`config.mk`:
```
export PLATFORM = sky130hd
export DESIGN_NAME = apb_gpio_slave
export DESIGN_NICKNAME = d
export VERILOG_FILES = /design/src/rtl/gpio_pkg.sv /design/src/rtl/gpio_sync.sv /design/src/rtl/apb_gpio_slave.sv
export SDC_FILE = /design/constraint.sdc
export NUM_CORES = 1
export LEC_CHECK = 0
export BUFFER_PORTS_ARGS = -buffer_cell sky130_fd_sc_hd__buf_2
export CAP_MARGIN = 15
export CORE_MARGIN = 3
export CORE_UTILIZATION = 45
export DETAILED_ROUTE_END_ITERATION = 8
export GPL_TIMING_DRIVEN = 0
export PLACE_DENSITY = 0.8
export SLEW_MARGIN = 20
export SYNTH_ARGS = -nofsm -noshare
export SYNTH_HDL_FRONTEND = slang
export SYNTH_SLANG_ARGS = --single-unit
```
`constraint.sdc`:
```
create_clock -name PCLK -period 1.7 [get_ports PCLK]
set_input_delay 0.34 -clock PCLK [delete_from_list [all_inputs] [get_ports PCLK]]
set_output_delay 0.34 -clock PCLK [all_outputs]
set_load 0.01 [all_outputs]
```
`src/rtl/gpio_pkg.sv`:
```
// Shared constants for the APB GPIO slave: register offsets, bus FSM states
// and the byte-strobe to bit-mask helper.
package gpio_pkg;

  typedef enum logic {
    StIdle,
    StAck
  } apb_state_e;

  localparam logic [4:0] OffModer = 5'h00;
  localparam logic [4:0] OffOdr   = 5'h04;
  localparam logic [4:0] OffIdr   = 5'h08;
  localparam logic [4:0] OffIer   = 5'h0C;
  localparam logic [4:0] OffIsr   = 5'h10;

  function automatic logic [31:0] strb_mask(input logic [3:0] strb);
    logic [31:0] m;
    for (int b = 0; b < 4; b++) begin
      m[b*8 +: 8] = {8{strb[b]}};
    end
    return m;
  endfunction

endpackage

```
`src/rtl/gpio_sync.sv`:
```
// Two-flop input synchronizer with a delayed copy of the synchronized value
// for rising-edge detection.
module gpio_sync #(
  parameter int unsigned Width = 8
) (
  input  logic             clk_i,
  input  logic             rst_ni,
  input  logic [Width-1:0] async_i,
  output logic [Width-1:0] sync_o,
  output logic [Width-1:0] rise_o
);

  logic [Width-1:0] meta_q, sync_q, prev_q;

  always_ff @(posedge clk_i or negedge rst_ni) begin
    if (!rst_ni) begin
      meta_q <= '0;
      sync_q <= '0;
      prev_q <= '0;
    end else begin
      meta_q <= async_i;
      sync_q <= meta_q;
      prev_q <= sync_q;
    end
  end

  assign sync_o = sync_q;
  assign rise_o = sync_q & ~prev_q;

endmodule

```
`src/rtl/apb_gpio_slave.sv`:
```
// APB GPIO slave with one wait state per access. Interrupt registers, edge
// detection and the irq port exist only when GPIO_IRQ_EN is defined.
module apb_gpio_slave
  import gpio_pkg::*;
#(
  parameter int unsigned N_GPIO = 8
) (
  input  logic              PCLK,
  input  logic              PRESET,
  input  logic [4:0]        PADDR,
  input  logic              PSEL,
  input  logic              PENABLE,
  input  logic              PWRITE,
  input  logic [31:0]       PWDATA,
  input  logic [3:0]        PSTRB,
  output logic [31:0]       PRDATA,
  output logic              PREADY,
  output logic              PSLVERR,
  input  logic [N_GPIO-1:0] gpio_in,
  output logic [N_GPIO-1:0] gpio_out,
  output logic [N_GPIO-1:0] gpio_oe
`ifdef GPIO_IRQ_EN
  ,
  output logic              irq
`endif
);

  apb_state_e state_q, state_d;

  // Transfer attributes captured on entry to StAck so the access completes
  // even if the master drops PSEL early.
  logic [4:0]        addr_q;
  logic              write_q;
  logic [31:0]       wdata_q;
  logic [3:0]        strb_q;
  logic [N_GPIO-1:0] moder_q, moder_d, odr_q, odr_d;
  logic [N_GPIO-1:0] idr, rise, wdata, wmask;
  logic [31:0]       wmask32, rdata;
  logic              ack, err, commit, unused_bits;

  gpio_sync #(
    .Width(N_GPIO)
  ) u_sync (
    .clk_i  (PCLK),
    .rst_ni (PRESET),
    .async_i(gpio_in),
    .sync_o (idr),
    .rise_o (rise)
  );

  always_comb begin
    state_d = state_q;
    unique case (state_q)
      StIdle:  if (PSEL && PENABLE) state_d = StAck;
      StAck:   state_d = StIdle;
      default: state_d = StIdle;
    endcase
  end

  always_ff @(posedge PCLK or negedge PRESET) begin
    if (!PRESET) begin
      state_q <= StIdle;
      addr_q  <= '0;
      write_q <= 1'b0;
      wdata_q <= '0;
      strb_q  <= '0;
    end else begin
      state_q <= state_d;
      if (state_q == StIdle && PSEL && PENABLE) begin
        addr_q  <= {PADDR[4:2], 2'b00};
        write_q <= PWRITE;
        wdata_q <= PWDATA;
        strb_q  <= PSTRB;
      end
    end
  end

  assign ack         = (state_q == StAck);
  assign wmask32     = strb_mask(strb_q);
  assign wmask       = wmask32[N_GPIO-1:0];
  assign wdata       = wdata_q[N_GPIO-1:0];
  assign unused_bits = ^{PADDR[1:0], wdata_q, wmask32};

  always_comb begin
    err = (addr_q > OffIsr) || (write_q && addr_q == OffIdr);
`ifndef GPIO_IRQ_EN
    if (addr_q == OffIer || addr_q == OffIsr) err = 1'b1;
`endif
  end

  assign commit = ack && write_q && !err;

  always_comb begin
    moder_d = moder_q;
    odr_d   = odr_q;
    if (commit && addr_q == OffModer) moder_d = (moder_q & ~wmask) | (wdata & wmask);
    if (commit && addr_q == OffOdr)   odr_d   = (odr_q & ~wmask) | (wdata & wmask);
  end

  always_ff @(posedge PCLK or negedge PRESET) begin
    if (!PRESET) begin
      moder_q <= '0;
      odr_q   <= '0;
    end else begin
      moder_q <= moder_d;
      odr_q   <= odr_d;
    end
  end

`ifdef GPIO_IRQ_EN
  logic [N_GPIO-1:0] ier_q, ier_d, isr_q, isr_d;

  // Edge set is applied after the W1C clear so a coincident set wins.
  always_comb begin
    ier_d = ier_q;
    isr_d = isr_q;
    if (commit && addr_q == OffIer) ier_d = (ier_q & ~wmask) | (wdata & wmask);
    if (commit && addr_q == OffIsr) isr_d = isr_q & ~(wdata & wmask);
    isr_d = isr_d | (rise & ier_q);
  end

  always_ff @(posedge PCLK or negedge PRESET) begin
    if (!PRESET) begin
      ier_q <= '0;
      isr_q <= '0;
    end else begin
      ier_q <= ier_d;
      isr_q <= isr_d;
    end
  end

  assign irq = |(isr_q & ier_q);
`else
  logic unused_rise;
  assign unused_rise = ^rise;
`endif

  always_comb begin
    rdata = '0;
    unique case (addr_q)
      OffModer: rdata = 32'(moder_q);
      OffOdr:   rdata = 32'(odr_q);
      OffIdr:   rdata = 32'(idr);
`ifdef GPIO_IRQ_EN
      OffIer:   rdata = 32'(ier_q);
      OffIsr:   rdata = 32'(isr_q);
`endif
      default:  rdata = '0;
    endcase
  end

  assign PREADY   = ack;
  assign PSLVERR  = ack && err;
  assign PRDATA   = (ack && !err) ? rdata : '0;
  assign gpio_out = odr_q;
  assign gpio_oe  = moder_q;

endmodule

```
======== Word level (Yosys, flattened, before mapping) ========
Index checks and enable logic that the tools add are counted.
operators by class
  $add $sub $neg .......................... 0
  $mul .................................... 0
  divide/modulo/power cells ............... 0
  order comparisons ....................... 1
  equal/unequal tests ..................... 4
  shift-type cells ........................ 0
  multiplexer cells ....................... 5
  bitwise logic cells ..................... 7
  reduce and logical (&&, ||, !) cells .... 14
operators by type and width
  cell                                                             count
  32-bit two-way mux                                               1
  8-bit AND                                                        3
  8-bit one-hot mux with 3 select lines                            1
  8-bit bitwise OR                                                 2
  1-bit logical AND                                                10
  8-bit NOT                                                        1
  3-bit by 2-bit == test with 1-bit output, second input constant  2
  5-bit > comparator, second input constant                        1
  5-bit logical NOT                                                1
  3-bit by 1-bit == test with 1-bit output, second input constant  1
  3-bit == test, second input constant                             1
  1-bit logical OR                                                 2
  1-bit two-way mux                                                2
  1-bit one-hot mux with 2 select lines                            1
  1-bit logical NOT                                                1
  1-bit NOT                                                        1
word-level totals
  bits in registers ....................... 46
  latch bits .............................. 0
  memory bits (writable) .................. 0
  memory bits (read-only) ................. 0
  input port bits ......................... 54
  output and inout port bits .............. 50
  logic and storage cells ................. 40
  memories kept ........................... 0

======== Depth between registers and ports, before layout ========
  word-level depth ........................ 7
  gate-level depth with buffers ........... 4
  mapped depth without buffers ............ 3

======== Cells and area by module ========
Synthesis repeated with hierarchy kept, for this count alone.
unflattened totals
  cell total of the unflattened synthesis .. 164
  area total of the unflattened synthesis .. 2,354.8 um^2
modules (own cells, without submodules)
  module          times used  cells an instance  area each (um^2)  sequential area each (um^2)
  apb_gpio_slave  1           132                1,644.1           750.7
  gpio_sync       1           32                 710.7             600.6

======== Least setup slack after synthesis ========
Ideal clock, no wire load.
  path kind ............................... flip-flop to output port
  start ................................... reg addr_q[2]
  end ..................................... out PRDATA[0]
  arrival ................................. 1.240 ns
  data required time ...................... 1.360 ns
  path slack .............................. 0.120 ns
  stages on the path, launching flop included .. 5
  buffers on the path ..................... 1
  path through ............................ dfrtp_1 > buf_2 > o21ai_0 > nand3_1 > a21oi_1
between the ends
  word-level cells in the longest chain between the ends .. 7
  elaborated cells on any way between the ends .. 14
  those cells by class .................... order compare: 1; eq/ne: 4; mux: 3; reduce/logical: 6
RTL lines
  element                                                                     RTL line               source
  from (decl)                                                                 apb_gpio_slave.sv:32   logic [4:0] addr_q;
  from (signal assigned)                                                      apb_gpio_slave.sv:70   addr_q <= {PADDR[4:2], 2'b00};
  parallel branches: the longest is 6 deep, another holds 5-bit > comparator  n/a
  32-bit two-way mux (*)                                                      apb_gpio_slave.sv:154  assign PRDATA = (ack && !err) ? rdata : '0;
  to (decl)                                                                   apb_gpio_slave.sv:16   output logic [31:0] PRDATA,
Mark *: on every way between the ends.

======== Worst setup path in the final report ========
  start ................................... reg addr_q[2]
  end ..................................... out PRDATA[5]
Same word-level chain as after synthesis.

==> impl_metrics.csv <==
group,metric,value,unit
timing,fin_crit,1857,ps
routing,postRouteAntennaNets,0,
synthesis,syn_area,0.002008,mm²
final_layout,stdcell_count,283,
setup_path,worstPathRequired,1360,ps
global_route,antenna_found_initial,0,
routing,wirelength,3.856,mm
routing,vias,1272,
setup_path,crit_path_start,"addr_q[2]$_DFFE_PN0P_",
synthesis,postSynth.asyncResetShare,1.000,
setup_path,critPathMaxFanout,5,
global_route,grt_max_degree,47,
pwr,leakagePower,0.001401,µW
floorplanning,core,0.004144,mm²
clock_tree,clk_pin_slew,80,ps
global_route,grt_pass1_wl,6.175,mm
timing,setup_violations,8,
setup_path,cp-end-kind,"primary output",
global_route,met1_usage,0.1973,
final_layout,drive_gt1_frac,0.6180,
pwr,pwr-share-comb,0.274,
outcome,violations,"negative setup slack",
routing,drc,0,
clock_tree,cts.path.max_buffers,2,
synthesis,ys_types,22,
pwr,p_switching,821.7,µW
routing,routed_via_density,4.495,
setup_path,cp.arrival,1520,ps
pwr,switching_share,0.2925,
job,drv_cap,0,
setup_path,timing.rr.start,"addr_q[2]$_DFFE_PN0P_",
placed_design,gp_congestion,0.7397,
hold_path,hold_path.class,"in2async",
routing,wire_per_inst,13.63,µm
final_layout,post-route-util,0.6347,
timing,skew,3.770,ps
global_route,top_usage_layer,"met2",
timing,relSlewSlack,0.6266,
timing,drv_slew,0,
clock_tree,clock_sinks,46,
routing,first_pass_iters,4,
pwr,p_per_area,1068,mW/mm²
synthesis,ys.flop_type,"dfrtp_1",
timing,rsz0062_at_grt,"yes",
timing,max_freq,0.5384,GHz
pwr,vdd_drop_max,0.6483,mV
floorplanning,start_util,0.4846,
final_layout,nNetsFinal,287,
timing,holdWs,35.35,ps
setup_path,critical_path_class,"reg2out",
global_route,grt.total_usage,0.1588,
synthesis,syn_area_per_cell,13.66,µm²
pwr,clockPowerShare,0.220,
outcome,outcome,"finished with violations",
final_layout,insertedDiodeCount,0,
clock_tree,cts_inserted_buffers,5,
placed_design,dp_hpwl,2.756,mm
timing,fin_crit_sh,1.093,
pwr,seqPwrFrac,0.506,
floorplanning,die_y,72.80,µm
synthesis,ys_ff_latch,46,
timing,max_slew.worst_pin.slew,560.1,ps
global_route,use_met2,0.2505,
floorplanning,die_w,72.80,µm
synthesis,netlist_instances,147,
placed_design,dpl.cell_count,270,
clock_tree,cts_tree,"built",
clock_tree,clk_latency,290,ps
floorplanning,rows,23,
synthesis,seq_area_frac_synth,0.5732,
timing,hold_viol,0,
synthesis,synth_edf_count,0,
placed_design,io_buffers,50,
clock_tree,cts_max_level,2,
timing,setup_ws,-157.3,ps
global_route,grt_use_met3,0.06336,
pwr,p_int,1987,µW
global_route,grt_pass1_vias,1283,
synthesis,yosys_warnings,0,
setup_path,startpoint_type,"flip-flop",
clock_tree,cts_root_buf,"clkbuf_8",
global_route,grt_overflow,0,
floorplanning,pin_count,104,
floorplanning,die-area,0.005300,mm²
final_layout,syn2layout_area_growth,30.97,%
routing,drt-initial-drc-count,43,
## power groups by stage
stage	sequential, µW	combinational (µW)	clock [µW]
5_1_grt	1450	844	698
3_5_place_dp	1440	668	0
3_3_place_gp	1430	650	0
4_1_cts	1420	755	647
6_report	1420	769	618
2_1_floorplan	1460	388	0
## worst paths after layout
| path | depth (start not counted) | endpoint | slack, ps |
|---|---|---|---|
| setup / recovery | 5 | PRDATA[5] | -160 |
| hold / removal | 1 | u_sync.meta_q[1]$_DFF_PN0_ | 40 |
| setup reg to reg | 5 | flip-flop | 50 |
| hold reg to reg | 0 | u_sync.sync_o[0]$_DFF_PN0_ | 350 |
| max in group asynchronous | 1 | async pin | 1280 |
| min in group PCLK | 1 | u_sync.meta_q[3]$_DFF_PN0_ | 140 |
## metrics by stage
step                      instance area [µm²]  TNS, ps  power (µW)  setup slack (ps)
final                                    2630    -1127        2809            -157.3
after global routing                     2630    -2085        2996            -265.9
after CTS                                2582    -1393        2823            -187.8
after detailed placement                 2407    -1205        2106            -170.2
after global placement                   2407   -922.1        2075            -131.6
after floorplan                          2095        0        1847             120.1
## cell type report
type / instances / area (µm²)
Buffer: 29 / 222.7
Clock buffer: 5 / 68.82
Clock inverter: 2 / 10.01
Fill cell: 340 / 1514
Inverter: 2 / 7.507
Multi-Input combinational cell: 93 / 805.8
Sequential cell: 46 / 1151
Tap cell: 50 / 62.56
Timing Repair Buffer: 56 / 301.5
## cells by family after synthesis
kind of cell	share of synthesized area
compound gates	0.02617
buf+inv	0.1078
simple gates	0.07352
other cells	0.001867
flops	0.5732
mux	0.2175
## cells in the mapped netlist, types with 2 or more instances
library cell  number  share of area
mux2i_1            8          0.040
mux2_4             8          0.060
dfrtp_1           46           0.57
mux2_2            21           0.12
a21oi_1            8          0.020
or2_2              8          0.025
buf_2              2         0.0050
buf_4             24          0.090
nand2_1            8          0.015
inv_1              2         0.0037
## metal layers
metal,routed length [µm],vias to the layer above
met3,378,7
met2,1876,58
met5,0,-
met1,1550,594
li1,-,613
met4,51,0
## what timing repair did
action / 4_1_cts / 5_1_grt
setup endpoints to repair: 9 / 17
cloned: 1 / 0
hold buffers: 0 / 0
setup buffers: 3 / 2
gates resized for setup: 22 / 10
pin swaps: 4 / 6
## placed cells by master (no fill, tap or decap), types with 3 or more instances in the layout
cell type and count:
a21oi_2 8, buf_2 50, buf_4 32, buf_6 3
clkbuf_8 5, conb_1 24, dfrtp_1 46, mux2_2 21
mux2_4 8, mux2i_1 6, nand2_1 7, or2_4 6
## critical path, stage by stage (launching register included)
cell,delay (ps)
dfrtp_1,420
buf_6,150
mux2i_1,110
or2_2,290
a21oi_2,110
buf_2,140
Note: power is estimated with default switching activity, not from simulation.
